### src/rtl/core_control_fsm_if.sv
// -----------------------------------------------------------------------------
// core_control_fsm_if
//
// Instruction-bus and data-bus handshake bundle between the control sequencer
// and the memory side of the RV32I core.
//
// Handshake: each request is a level held high from the first cycle of the
// access until the rising edge on which the matching ack is sampled high. The
// ack is only meaningful while its request is high. A request never drops
// without an ack, except on reset or a timeout trap. data_we qualifies
// data_req (1 = store, 0 = load) and is stable for the whole request.
//
// Signals:
//   instr_req  master->slave  instruction fetch request
//   instr_ack  slave->master  fetch data valid this cycle
//   data_req   master->slave  data access request
//   data_we    master->slave  data access is a store
//   data_ack   slave->master  data access complete
// -----------------------------------------------------------------------------
interface core_control_fsm_if;
    logic instr_req;
    logic instr_ack;
    logic data_req;
    logic data_we;
    logic data_ack;

    // The sequencer issues requests; the memory side answers them.
    modport master (
        output instr_req,
        output data_req,
        output data_we,
        input  instr_ack,
        input  data_ack
    );

    modport slave (
        input  instr_req,
        input  data_req,
        input  data_we,
        output instr_ack,
        output data_ack
    );
endinterface

### src/rtl/core_control_fsm.sv
// -----------------------------------------------------------------------------
// core_control_fsm
//
// Multi-cycle control sequencer for the RV32I core. Each instruction walks
// FETCH -> DECODE -> EXEC -> (MEM) -> WB. The sequencer drives the bus
// handshakes, the IR / register-file / PC write strobes and the PC source
// select. It also counts retired instructions, honours a debug halt request
// at instruction boundaries and traps on illegal instructions or on bus
// requests that wait too long for their ack.
//
// Parameters:
//   BUS_TIMEOUT     cycles a request may wait for its ack before a trap
//                   (0 disables the timeout)
//
// Ports:
//   clk             core clock, rising edge
//   rst_n           asynchronous active-low reset
//   bus             instruction/data handshake bundle (master side)
//   i_illegal       decoder found no valid instruction
//   i_data_r        decode flag: load
//   i_data_w        decode flag: store
//   i_reg_w         decode flag: writes rd
//   i_branch        decode flag: conditional branch
//   i_jump          decode flag: JAL
//   i_jalr          decode flag: JALR
//   i_branch_taken  branch comparison result (valid in EXEC and WB)
//   i_halt_req      debug halt request
//   o_ir_we         load instruction register
//   o_alu_en        ALU result register enable
//   o_reg_we        register-file write strobe
//   o_pc_we         PC update strobe
//   o_pc_sel        PC source: 00 pc+4, 01 pc+imm, 10 (rs1+imm)&~1
//   o_halted        core stopped (HALT or TRAP)
//   o_trap          sticky trap flag
//   o_trap_cause    01 illegal, 10 fetch timeout, 11 data timeout
//   o_instret       retired-instruction counter
//   o_state         current FSM state, for debug
// -----------------------------------------------------------------------------
module core_control_fsm #(
    parameter int BUS_TIMEOUT = 16
) (
    input  logic                      clk,
    input  logic                      rst_n,
    core_control_fsm_if.master        bus,
    input  logic                      i_illegal,
    input  logic                      i_data_r,
    input  logic                      i_data_w,
    input  logic                      i_reg_w,
    input  logic                      i_branch,
    input  logic                      i_jump,
    input  logic                      i_jalr,
    input  logic                      i_branch_taken,
    input  logic                      i_halt_req,
    output logic                      o_ir_we,
    output logic                      o_alu_en,
    output logic                      o_reg_we,
    output logic                      o_pc_we,
    output logic [1:0]                o_pc_sel,
    output logic                      o_halted,
    output logic                      o_trap,
    output logic [1:0]                o_trap_cause,
    output logic [31:0]               o_instret,
    output logic [2:0]                o_state
);

    // Counter just wide enough to hold BUS_TIMEOUT.
    localparam int TO_W = (BUS_TIMEOUT < 2) ? 1 : $clog2(BUS_TIMEOUT + 1);
    localparam logic [TO_W-1:0] TO_LIMIT = TO_W'(BUS_TIMEOUT);
    localparam bit TO_ENABLED = (BUS_TIMEOUT != 0);

    localparam logic [1:0] CAUSE_ILLEGAL  = 2'b01;
    localparam logic [1:0] CAUSE_FETCH_TO = 2'b10;
    localparam logic [1:0] CAUSE_DATA_TO  = 2'b11;

    localparam logic [1:0] PC_PLUS4 = 2'b00;
    localparam logic [1:0] PC_REL   = 2'b01;
    localparam logic [1:0] PC_JALR  = 2'b10;

    typedef enum logic [2:0] {
        ST_RESET  = 3'd0,
        ST_FETCH  = 3'd1,
        ST_DECODE = 3'd2,
        ST_EXEC   = 3'd3,
        ST_MEM    = 3'd4,
        ST_WB     = 3'd5,
        ST_HALT   = 3'd6,
        ST_TRAP   = 3'd7
    } state_t;

    state_t            r_state;
    state_t            w_next_state;
    logic [TO_W-1:0]   r_wait_cnt;
    logic [TO_W-1:0]   w_wait_cnt_inc;
    logic              w_waiting;
    logic              w_timeout;
    logic              w_set_trap;
    logic [1:0]        w_trap_cause;
    logic              r_trap;
    logic [1:0]        r_trap_cause;
    logic [31:0]       r_instret;

    // A cycle counts as waiting only while a request is out and unanswered.
    assign w_waiting      = ((r_state == ST_FETCH) && !bus.instr_ack) ||
                            ((r_state == ST_MEM)   && !bus.data_ack);
    assign w_wait_cnt_inc = r_wait_cnt + 1'b1;
    // The limit is judged on the count this cycle would produce, so the
    // BUS_TIMEOUT-th unanswered cycle is the last one. An ack in that same
    // cycle clears w_waiting and the access completes normally.
    assign w_timeout      = TO_ENABLED && w_waiting && (w_wait_cnt_inc == TO_LIMIT);

    // ------------------------------------------------------------------
    // State register and bookkeeping registers
    // ------------------------------------------------------------------
    always_ff @(posedge clk or negedge rst_n) begin
        if (!rst_n) begin
            r_state      <= ST_RESET;
            r_wait_cnt   <= '0;
            r_trap       <= 1'b0;
            r_trap_cause <= 2'b00;
            r_instret    <= 32'd0;
        end else begin
            r_state <= w_next_state;

            if (w_next_state != r_state) begin
                r_wait_cnt <= '0;
            end else if (w_waiting) begin
                r_wait_cnt <= w_wait_cnt_inc;
            end

            // TRAP is only left through reset, so the flag and cause
            // simply latch on entry.
            if (w_set_trap) begin
                r_trap       <= 1'b1;
                r_trap_cause <= w_trap_cause;
            end

            // Retire on the edge that ends WB; wraps naturally at 2^32.
            if (r_state == ST_WB) begin
                r_instret <= r_instret + 32'd1;
            end
        end
    end

    // ------------------------------------------------------------------
    // Next-state logic
    // ------------------------------------------------------------------
    always_comb begin
        w_next_state = r_state;
        w_set_trap   = 1'b0;
        w_trap_cause = 2'b00;

        case (r_state)
            ST_RESET: begin
                w_next_state = ST_FETCH;
            end

            ST_FETCH: begin
                if (bus.instr_ack) begin
                    w_next_state = ST_DECODE;
                end else if (w_timeout) begin
                    w_next_state = ST_TRAP;
                    w_set_trap   = 1'b1;
                    w_trap_cause = CAUSE_FETCH_TO;
                end
            end

            ST_DECODE: begin
                if (i_illegal) begin
                    w_next_state = ST_TRAP;
                    w_set_trap   = 1'b1;
                    w_trap_cause = CAUSE_ILLEGAL;
                end else begin
                    w_next_state = ST_EXEC;
                end
            end

            ST_EXEC: begin
                if (i_data_r || i_data_w) begin
                    w_next_state = ST_MEM;
                end else begin
                    w_next_state = ST_WB;
                end
            end

            ST_MEM: begin
                if (bus.data_ack) begin
                    w_next_state = ST_WB;
                end else if (w_timeout) begin
                    w_next_state = ST_TRAP;
                    w_set_trap   = 1'b1;
                    w_trap_cause = CAUSE_DATA_TO;
                end
            end

            // halt_req is looked at only here and in HALT, so an
            // instruction in flight always reaches retirement.
            ST_WB: begin
                if (i_halt_req) begin
                    w_next_state = ST_HALT;
                end else begin
                    w_next_state = ST_FETCH;
                end
            end

            ST_HALT: begin
                if (!i_halt_req) begin
                    w_next_state = ST_FETCH;
                end
            end

            ST_TRAP: begin
                w_next_state = ST_TRAP;
            end

            default: begin
                w_next_state = ST_RESET;
            end
        endcase
    end

    // ------------------------------------------------------------------
    // Output decode. Requests depend on state only; the write strobes
    // that must coincide with an ack or with WB are qualified here.
    // ------------------------------------------------------------------
    always_comb begin
        bus.instr_req = 1'b0;
        bus.data_req  = 1'b0;
        bus.data_we   = 1'b0;
        o_ir_we       = 1'b0;
        o_alu_en      = 1'b0;
        o_reg_we      = 1'b0;
        o_pc_we       = 1'b0;
        o_pc_sel      = PC_PLUS4;
        o_halted      = 1'b0;

        case (r_state)
            ST_FETCH: begin
                bus.instr_req = 1'b1;
                o_ir_we       = bus.instr_ack;
            end

            ST_EXEC: begin
                o_alu_en = 1'b1;
            end

            // A load+store flag combination is issued as a store.
            ST_MEM: begin
                bus.data_req = 1'b1;
                bus.data_we  = i_data_w;
            end

            ST_WB: begin
                o_reg_we = i_reg_w;
                o_pc_we  = 1'b1;
                if (i_jalr) begin
                    o_pc_sel = PC_JALR;
                end else if (i_jump || (i_branch && i_branch_taken)) begin
                    o_pc_sel = PC_REL;
                end else begin
                    o_pc_sel = PC_PLUS4;
                end
            end

            ST_HALT: begin
                o_halted = 1'b1;
            end

            ST_TRAP: begin
                o_halted = 1'b1;
            end

            default: begin
            end
        endcase
    end

    assign o_trap       = r_trap;
    assign o_trap_cause = r_trap_cause;
    assign o_instret    = r_instret;
    assign o_state      = r_state;

endmodule

### src/flat_wrapper.sv
// flat-port wrapper written by rule: the top's interface ports become plain ports
module core_control_fsm_flat 
#(
    parameter int BUS_TIMEOUT = 16
)
  (clk, rst_n, i_illegal, i_data_r, i_data_w, i_reg_w, i_branch, i_jump, i_jalr, i_branch_taken, i_halt_req, o_ir_we, o_alu_en, o_reg_we, o_pc_we, o_pc_sel, o_halted, o_trap, o_trap_cause, o_instret, o_state, bus_instr_req, bus_data_req, bus_data_we, bus_instr_ack, bus_data_ack);
  core_control_fsm_if bus_i ();
  input  logic clk;
  input  logic rst_n;
  input  logic i_illegal;
  input  logic i_data_r;
  input  logic i_data_w;
  input  logic i_reg_w;
  input  logic i_branch;
  input  logic i_jump;
  input  logic i_jalr;
  input  logic i_branch_taken;
  input  logic i_halt_req;
  output logic o_ir_we;
  output logic o_alu_en;
  output logic o_reg_we;
  output logic o_pc_we;
  output logic [1:0] o_pc_sel;
  output logic o_halted;
  output logic o_trap;
  output logic [1:0] o_trap_cause;
  output logic [31:0] o_instret;
  output logic [2:0] o_state;
  output wire logic [$bits(bus_i.instr_req)-1:0] bus_instr_req;
  output wire logic [$bits(bus_i.data_req)-1:0] bus_data_req;
  output wire logic [$bits(bus_i.data_we)-1:0] bus_data_we;
  input wire logic [$bits(bus_i.instr_ack)-1:0] bus_instr_ack;
  input wire logic [$bits(bus_i.data_ack)-1:0] bus_data_ack;
  assign bus_instr_req = bus_i.instr_req;
  assign bus_data_req = bus_i.data_req;
  assign bus_data_we = bus_i.data_we;
  assign bus_i.instr_ack = bus_instr_ack;
  assign bus_i.data_ack = bus_data_ack;
  core_control_fsm #(.BUS_TIMEOUT(BUS_TIMEOUT)) u_core (.clk(clk), .rst_n(rst_n), .bus(bus_i), .i_illegal(i_illegal), .i_data_r(i_data_r), .i_data_w(i_data_w), .i_reg_w(i_reg_w), .i_branch(i_branch), .i_jump(i_jump), .i_jalr(i_jalr), .i_branch_taken(i_branch_taken), .i_halt_req(i_halt_req), .o_ir_we(o_ir_we), .o_alu_en(o_alu_en), .o_reg_we(o_reg_we), .o_pc_we(o_pc_we), .o_pc_sel(o_pc_sel), .o_halted(o_halted), .o_trap(o_trap), .o_trap_cause(o_trap_cause), .o_instret(o_instret), .o_state(o_state));
endmodule
### config.mk
export PLATFORM = sky130hd
export DESIGN_NAME = core_control_fsm_flat
export DESIGN_NICKNAME = d
export VERILOG_FILES = /design/src/rtl/core_control_fsm_if.sv /design/src/rtl/core_control_fsm.sv /design/src/flat_wrapper.sv
export SDC_FILE = /design/constraint.sdc
export NUM_CORES = 1
export LEC_CHECK = 0
export CAP_MARGIN = 10
export CORE_ASPECT_RATIO = 0.7
export CORE_MARGIN = 4
export CORE_UTILIZATION = 48
export DETAILED_ROUTE_END_ITERATION = 12
export GPL_ROUTABILITY_DRIVEN = 0
export GPL_TIMING_DRIVEN = 1
export MAX_ROUTING_LAYER = met4
export PLACE_DENSITY = 0.8
export SLEW_MARGIN = 20
export SYNTH_ARGS = -nofsm -noshare
export SYNTH_HDL_FRONTEND = slang
export SYNTH_SLANG_ARGS = --single-unit
### constraint.sdc
create_clock -name clk -period 2.1 [get_ports clk]
set_clock_uncertainty 0.05 [all_clocks]
set_input_delay 0.42 -clock clk [delete_from_list [all_inputs] [get_ports clk]]
set_output_delay 0.42 -clock clk [all_outputs]
set_load 0.01 [all_outputs]
==> metrics.cfg <==
[run_status]
status=finished, final reports clean

[logic_synthesis]
ys_seq_elements=43
synth_warnings=0
synth_ff_type=dfrtp_1
syn-cell-area_sq_mm=0.002233
synth_top_cell_by_area=dfrtp_1
yosys-top-cells-area=dfrtp_1, xnor2_1, nand3_1, nand4_1, nand2_1
synthArstFlopShare=1.000
postSynthCellCount=215
synth_edf_count=0
seq_area_frac_synth=0.4818
syn_nets=231
avgSynthCellArea_sq_um=10.39
synth_top_area_share=0.4818
synth_cell_types=45

[floorplan]
fp.dieH_um=65.07
pin_count=61
die_area_sq_mm=0.005826
dieWidth_um=89.53
core_area_sq_mm=0.004404
rows=20
start_util=0.5071

[clock_network]
cts_hold_buf=0
clk_latency_ns=0.29
cts_max_level=2
cts_tree=done
cts_sinks=43
clk_pin_slew_worst_paths_ns=0.08
cts-buffers-inserted=5
clockRootBuffer=clkbuf_8
clk_path_buf_depth=2

[global_routing]
antenna_found_initial=0
grt_max_degree=44
grt_pass1_wl_mm=8.542
track_usage=0.1940
grt_overflow=0
grt_pass1_vias=1796

[min_path]
hold_path.class=in -> async

[power_and_ir_drop]
p_seq_frac=0.363
internal_power_mw=1.899
power.density_mw_per_mm2=922.3
netSwitchingFraction=0.3390
power_mw=2.872
power_frac_clock=0.200
switching_power_uw=973.6
combinationalPowerShare=0.436
worst_ir_drop_vdd_mv=0.8473
p_leak_nw=1.353

[placement]
placed_area_sq_mm=0.002970
port-buffer-count=60
pre_cts_ws_ns=-0.09118
hpwlAfterDp_mm=3.687

[cells_and_area]
fin_nets=308
syn_to_final_growth_pct=39.44
n_fill_cell=337
antenna_cells=0
postLayoutCellArea_sq_mm=0.003114
drive_gt1_frac=0.1433

[timing]
period_share=0.9615
setup_viol=0
worstMarginPinSlew_ns=0.5806
relSlewSlack=0.6093
max_freq_mhz=495.2
layout_setup_ws_ns=0.08078
final-max-slew-violation-count=0
rsz0062_at_grt=no
worst_hold_slack_ns=0.1207
finalHoldViolations=0
post-route-min-period_ns=2.019

[flow_run]
maxCapViolations=0

[routing]
postRouteWirelength_mm=5.072
drc=0
via_per_inst=5.391
wl_per_cell_um=14.57
drt_iter0_markers=150
dr.pass1.iters=5
vias=1876
postRouteAntennaNets=0

[worst_setup_path]
critPathArrivalTime_ns=1.55
path_class=reg -> out
max_stage_delay_ns=0.53
crit_chain=buf_8, and2_1, clkdlybuf4s50_1
end_kind=output port
cp_slowest_cell=clkdlybuf4s50_1
start_kind=flip-flop
cp_max_fo=21
worstPathBufferInverterCount=2
required_ns=1.63
cp_top_family=buffers and inverters

[repair_timing]
action / CTS / global route
resized for setup: 14 / 5
setup endpoints to repair: 11 / 4
pin swaps: 0 / 0
setup buffers: 4 / 0
cloned: 0 / 0
[state kept, by name, summed over array words and instances (netlist names)]
name                 flops
u_core.o_trap_cause      2
u_core.o_state           3
u_core.r_wait_cnt        5
u_core.o_trap            1
u_core.o_instret        32
[power by group through the flow]
| stage | Clock, mW | Sequential, mW | Combinational, mW |
|---|---|---|---|
| 3_5_place_dp | 0 | 1.06 | 1.17 |
| 6_report | 0.575 | 1.04 | 1.25 |
| 5_1_grt | 0.626 | 1.06 | 1.35 |
| 3_3_place_gp | 0 | 1.07 | 1.15 |
| 4_1_cts | 0.587 | 1.04 | 1.24 |
| 2_1_floorplan | 0 | 1.09 | 0.584 |
[per-layer routing]
layer / global-route usage / up-vias / wire, um
li1: - / 913 / -
met1: 0.2789 / 913 / 2535
met2: 0.2813 / 42 / 2298
met3: 0.03431 / 8 / 173
met4: 0.05576 / 0 / 64
met5: - / - / 0
[cell usage in the layout, fill, tap and decap left out, types with 3 or more instances in the layout]
master           instances
nor2b_2                  3
nand4_1                 10
xor2_1                   4
o21ai_0                  3
buf_4                   17
nor2_1                  11
nor2b_1                  3
nor3_1                   8
nand3_1                 18
and4_1                   3
xnor2_1                 31
dfrtp_1                 42
dlygate4sd2_1            7
a211oi_1                 3
and2_1                   4
clkbuf_8                 7
inv_1                    4
nand2_1                 15
nand3b_1                 3
and3_1                   6
clkdlybuf4s50_1         50
[worst paths after layout]
kind	slack, ns	cells after the start	start	to
min in group clk	0.43	1	u_core.o_trap	u_core.o_trap
worst min register to register	0.43	1	u_core.o_trap	u_core.o_trap
worst max register to register	0.13	5	u_core.o_state[2]	u_core.o_trap_cause[0]
worst min-delay path	0.12	2	rst_n	u_core.o_instret[12]
max in group asynchronous	1.48	2	rst_n	u_core.o_state[2]
worst max-delay path	0.08	3	u_core.o_state[1]	o_halted
[area by class of cell]
cell class / instances / area, sq um / area share
multi-input combinational: 160 / 1122 / 0.3604
clock buffer: 7 / 96.34 / 0.03094
sequential: 43 / 1077 / 0.3459
inverter: 4 / 15.01 / 0.004821
tap: 55 / 68.82 / 0.02210
clock inverter: 1 / 7.507 / 0.002411
timing repair buffer: 78 / 726.9 / 0.2334
[kinds of logic (layout without fill, tap and decap cells)]
kind of cell	Yosys count	count (layout)	share of synthesized area
and+or+nand+nor	96	96	0.2443
muxes	3	3	0.01624
AOI/OAI and AO/OA	23	23	0.07955
xor gates and xnor gates	35	35	0.1373
adders and majority gates	3	3	0.01681
buffers and inverters	12	90	0.02408
DFF	43	43	0.4818
[cell usage after synthesis, types with 2 or more instances]
master    number
nor2_1        12
xor2_1         4
nor2b_1        6
nand4_1       10
nor3_1         8
clkbuf_1       6
nand2b_1       2
a21oi_1        2
and4_1         3
nand2_1       15
o22ai_1        2
and3_1         6
o21ai_0        3
and2_1         4
o21bai_1       2
o211ai_1       2
inv_1          4
nor4_1         2
a211oi_1       3
xnor2_1       31
dfrtp_1       43
nand3b_1       3
nand3_1       18
ha_1           3
[metrics by stage]
step | setup TNS [ns] | instances | util
after floorplan | 0 | 215 | -
after global placement | -0.06204 | 336 | 0.6744
after CTS | 0 | 348 | 0.7063
final | 0 | 348 | 0.7071
after detailed placement | -0.2577 | 336 | 0.6744
after global routing | 0 | 348 | 0.7071
[worst register-to-register path, stage by stage, from the launching register on]
cell,delay (ns)
dfrtp_2,0.47
buf_4,0.19
or3b_4,0.44
a21oi_4,0.15
o2111a_2,0.25
mux2_4,0.30
(Power assumes the default switching activity.)
==> RTL edit 1 (config.mk and constraints unchanged) <==
`BUS_TIMEOUT` is set to 16 in 2 places; all go to 32.
--- a/src/rtl/core_control_fsm.sv
+++ b/src/rtl/core_control_fsm.sv
@@ -37,7 +37,7 @@
 //   o_state         current FSM state, for debug
 // -----------------------------------------------------------------------------
 module core_control_fsm #(
-    parameter int BUS_TIMEOUT = 16
+    parameter int BUS_TIMEOUT = 32
 ) (
     input  logic                      clk,
     input  logic                      rst_n,
--- a/src/flat_wrapper.sv
+++ b/src/flat_wrapper.sv
@@ -1,7 +1,7 @@
 // flat-port wrapper written by rule: the top's interface ports become plain ports
 module core_control_fsm_flat 
 #(
-    parameter int BUS_TIMEOUT = 16
+    parameter int BUS_TIMEOUT = 32
 )
   (clk, rst_n, i_illegal, i_data_r, i_data_w, i_reg_w, i_branch, i_jump, i_jalr, i_branch_taken, i_halt_req, o_ir_we, o_alu_en, o_reg_we, o_pc_we, o_pc_sel, o_halted, o_trap, o_trap_cause, o_instret, o_state, bus_instr_req, bus_data_req, bus_data_we, bus_instr_ack, bus_data_ack);
   core_control_fsm_if bus_i ();
Behaviour: no difference found for any inputs over 10 cycles, from zero or initial values and one cycle with rst_n low; that may be too few to reach the edited logic, so the function may still have changed.
==> RTL edit 1 against the unedited design <==
Worst setup slack improved by 31 ps. Area after synthesis rose by 2.5%. First-iteration DRC count fell by 15%. Die area rose by 2.3%. Sequential cell count rose by 1. Final area rose by 1.9%. Routed wire length rose by 4.7%. Synthesized cell count rose by 2.3%. Clock power rose by 15%. Total power fell by 2.5%. Largest cell class unchanged.
==> RTL edit 1: results (changes against the unedited design) <==
synthTopCellsByCount: "44 x dfrtp_1, 30 x xnor2_1, 17 x nand3_1"
inverters: 8  # +4
multi_input_area_share_pct: 35.6  # -0.43 points
n_all_buffers: 79  # +1.3%
cpMaxStageDelayCell: "dfrtp_2"
routedWlPerCell_um: 14.9  # +2.3%
multi_input_cells: 162  # +1.3%
fillerInstances: 332  # -1.5%
grt_usage_pct: 19.2  # -0.22 points
largest_register_ffs: 32  # unchanged
syn_inst: 220  # +2.3%
r2r-start: "u_core.r_wait_cnt[0]$_DFFE_PN0P_"
cts_resized: 13  # -1
fin_ws_ps: 112  # +31.4 ps
cts_sinks: 44  # +2.3%
clk_share_pct: 3.63  # +0.29 points
cp_max_fo: 5  # -76%
routed_wirelength_mm: 5.31  # +4.7%
hpwl_mm: 4.00  # +8.4%
ys_seq_area_share_pct: 48.1  # -0.092 points
post_cts_buffers: 2  # -2
grt_max_degree: 30  # -32%
synthToLayoutAreaGrowth_pct: 38.6
detailedPlace.worstSlack_ps: -5.10  # +86.1 ps
ir_worst_vdd_uv: 713  # -16%
drive_above_1_share_pct: 12.6  # -1.7 points
synth_area_leaders: "dfrtp_1 48%, xnor2_1 11%, nand4_1 4.1%"
status: "finished clean"
grt_pass1_vias: 1894  # +5.5%
ys_types: 47  # +4.4%
r2r-end: "u_core.o_state[2]$_DFF_PN0_"
seqCellArea_um2: 1100  # +2.4%
crit_path_end: "o_ir_we"
dr.pass1.iters: 4  # -1
die_area_um2: 5960  # +2.3%
dp.cells: 346  # +3.0%
viasPerCell: 5.50  # +2.1%
slew_headroom_pct: 57.6  # -3.3 points
layout.nets: 316  # +2.6%
whs_ps: 84.9  # -35.8 ps
buf_share_pct: 22.9  # -0.47 points
synth_fp_nets: 236  # +2.2%
crit_start: "u_core.o_state[2]$_DFF_PN0_"
arrival_ps: 1520  # -30 ps
leakage_nw: 1.40  # +3.6%
RTL edit 1: cell types whose count changed after synthesis, moves of 3 or more:
cell	before	now
o21ai_0	3	9
clkbuf_1	6	1
inv_1	4	8
nor2b_1	6	3
nand4_1	10	15
nor3_1	8	3
nor3b_1	0	3
or3_1	0	3
a22o_1	0	3
RTL edit 1: power by group:
| group | internal (mW) | switching (mW) |
|---|---|---|
| Combinational | 0.561 | 0.522 |
| Sequential | 0.941 | 0.113 |
| Clock | 0.358 | 0.306 |
RTL edit 1: cell families after synthesis:
| group | synth area share, % |
|---|---|
| buf+inv | 2.68 |
| simple gates | 25.2 |
| flops | 48.1 |
| fa+ha+maj | 1.64 |
| compound gates | 9.73 |
| xor+xnor | 12.6 |
RTL edit 1: routing by layer:
layer  vias up  GRT usage, %  routed length [um]
met5         -             -                   0
met4         0          5.53                  64
met3         9          3.19                 289
met2        73          28.1                2280
met1       924          27.7                2680
li1        953             -                   -
==> RTL edit 2 (same settings) <==
Without the edit above. Reset style: synchronous (`rst_n`), changed in one clocked block. Comments in the files are not updated.
--- a/src/rtl/core_control_fsm.sv
+++ b/src/rtl/core_control_fsm.sv
@@ -111,7 +111,7 @@
     // ------------------------------------------------------------------
     // State register and bookkeeping registers
     // ------------------------------------------------------------------
-    always_ff @(posedge clk or negedge rst_n) begin
+    always_ff @(posedge clk) begin
         if (!rst_n) begin
             r_state      <= ST_RESET;
             r_wait_cnt   <= '0;
Behaviour: differs if rst_n is asserted again (counterexample within 4 cycles, from zero or initial values and one cycle with rst_n low); with rst_n held inactive, the same outputs for 10 cycles.
==> RTL edit 2 against the unedited design <==
The flow now finishes with violations (design-rule violations). Routed wire length is 16% higher. Worst hold slack improved by 310 ps. Synthesized cell count up 26%. Global-route usage up 1.7 points. Area after synthesis up 4.0%. First-iteration DRC count increased by 18%. Sequential cell count stayed put. Final area up 2.2%. Worst setup slack gained 5.7 ps.
Power is not compared: it rests on default switching activity, and its combinational part moved more than twofold at a synthesized area within 25%.
==> RTL edit 2: results (changes against the unedited design) <==
drive_above_1_share_pct: 12.4  # -1.9 points
wl_met3_um: 456  # +160%
violations: "design-rule violations"
layout.nets: 354  # +15%
syn_avg_cell_area_um2: 8.57  # -17%
post_cts_buffers: 0  # -4
grt_use_met1_pct: 28.9  # +1.1 points
synth_warnings: 0  # unchanged
viasPerCell: 5.94  # +10%
synth_fp_nets: 287  # +24%
ys_seq_area_share_pct: 37.0  # -11 points
clockRootBuffer: "clkbuf_8"
whs_ps: 431  # +311 ps
initialDrtViolationCount: 177  # +18%
use_met3_pct: 6.48  # +3.1 points
wl_met2_mm: 2.40  # +4.3%
synthArstFlopShare_pct: 0  # -100 points
tightest_slew_ps: 433  # -147 ps
synthTopCellsByCount: "43 x dfxtp_1, 27 x a21oi_1, 14 x nor2_1"
m1WireLength_mm: 3.01  # +19%
dpl-instance-area_um2: 3040  # +2.2%
dr.pass1.iters: 9  # +4
final.period_utilization_pct: 95.9  # -0.27 points
grt_pass1_wl_mm: 10.1  # +18%
hpwl_mm: 4.24  # +15%
cts_resized: 13  # -1
use_met2_pct: 30.3  # +2.2 points
grt_pass1_vias: 2077  # +16%
grt_max_degree: 18  # -59%
routedWlPerCell_um: 15.0  # +2.7%
min_path_type: "reg -> reg"
grt_usage_pct: 21.0  # +1.7 points
detailedPlace.worstSlack_ps: -38.1  # +53.1 ps
synth_area_leaders: "dfxtp_1 37%, a21oi_1 5.8%, or4_1 3.6%"
status: "complete, but fails checks"
drc: 1  # +1
fillerInstances: 353  # +4.7%
ys_types: 53  # +18%
cp_max_fo: 17  # -19%
dp.cells: 385  # +15%
-- RTL edit 2: worst max-delay path: stages, from the launching register on --
cell and delay (ps):
dfxtp_2 380, buf_4 200, and2_1 140, clkdlybuf4s50_1 520
-- RTL edit 2: power by group --
group / total, mW / switching (mW) / leakage (nW) / internal [mW]
clock network: 0.588 / 0.287 / 0.0515 / 0.300
registers: 0.841 / 0.0146 / 0.349 / 0.826
logic: 0.206 / 0.0972 / 0.764 / 0.109
total: 1.64 / 0.399 / 1.16 / 1.24
-- RTL edit 2: final cells by class --
| class | instances | area [um2] | area share [%] |
|---|---|---|---|
| Inverter | 8 | 30.0 | 0.943 |
| Clock buffer | 8 | 100 | 3.14 |
| Multi-Input combinational cell | 201 | 1370 | 43.0 |
| Timing Repair Buffer | 79 | 748 | 23.5 |
| Sequential cell | 43 | 868 | 27.3 |
| Tap cell | 55 | 68.8 | 2.16 |
-- RTL edit 2: cells by family (layout without fill, tap and decap cells) --
logic type,count (synthesis),in the layout,synth area share [%]
AO/OA/AOI/OAI,72,72,20.0
XOR/XNOR,12,12,4.52
adder cells (fa/ha/maj),3,3,1.62
buffers and inverters,27,95,5.22
flip-flops,43,43,37.0
multiplexers,3,3,1.29
AND/OR/NAND/NOR,111,111,30.3
-- RTL edit 2: worst paths after layout --
| check | from | to |
|---|---|---|
| setup reg to reg | u_core.r_wait_cnt[1]$_SDFFE_PP0P_ | u_core.o_state[0]$_SDFF_PN0_ |
| setup / recovery | u_core.o_state[2]$_SDFF_PN0_ | o_halted |
| hold reg to reg | u_core.o_instret[31]$_SDFFE_PN0P_ | u_core.o_instret[31]$_SDFFE_PN0P_ |
| hold / removal | u_core.o_instret[31]$_SDFFE_PN0P_ | u_core.o_instret[31]$_SDFFE_PN0P_ |
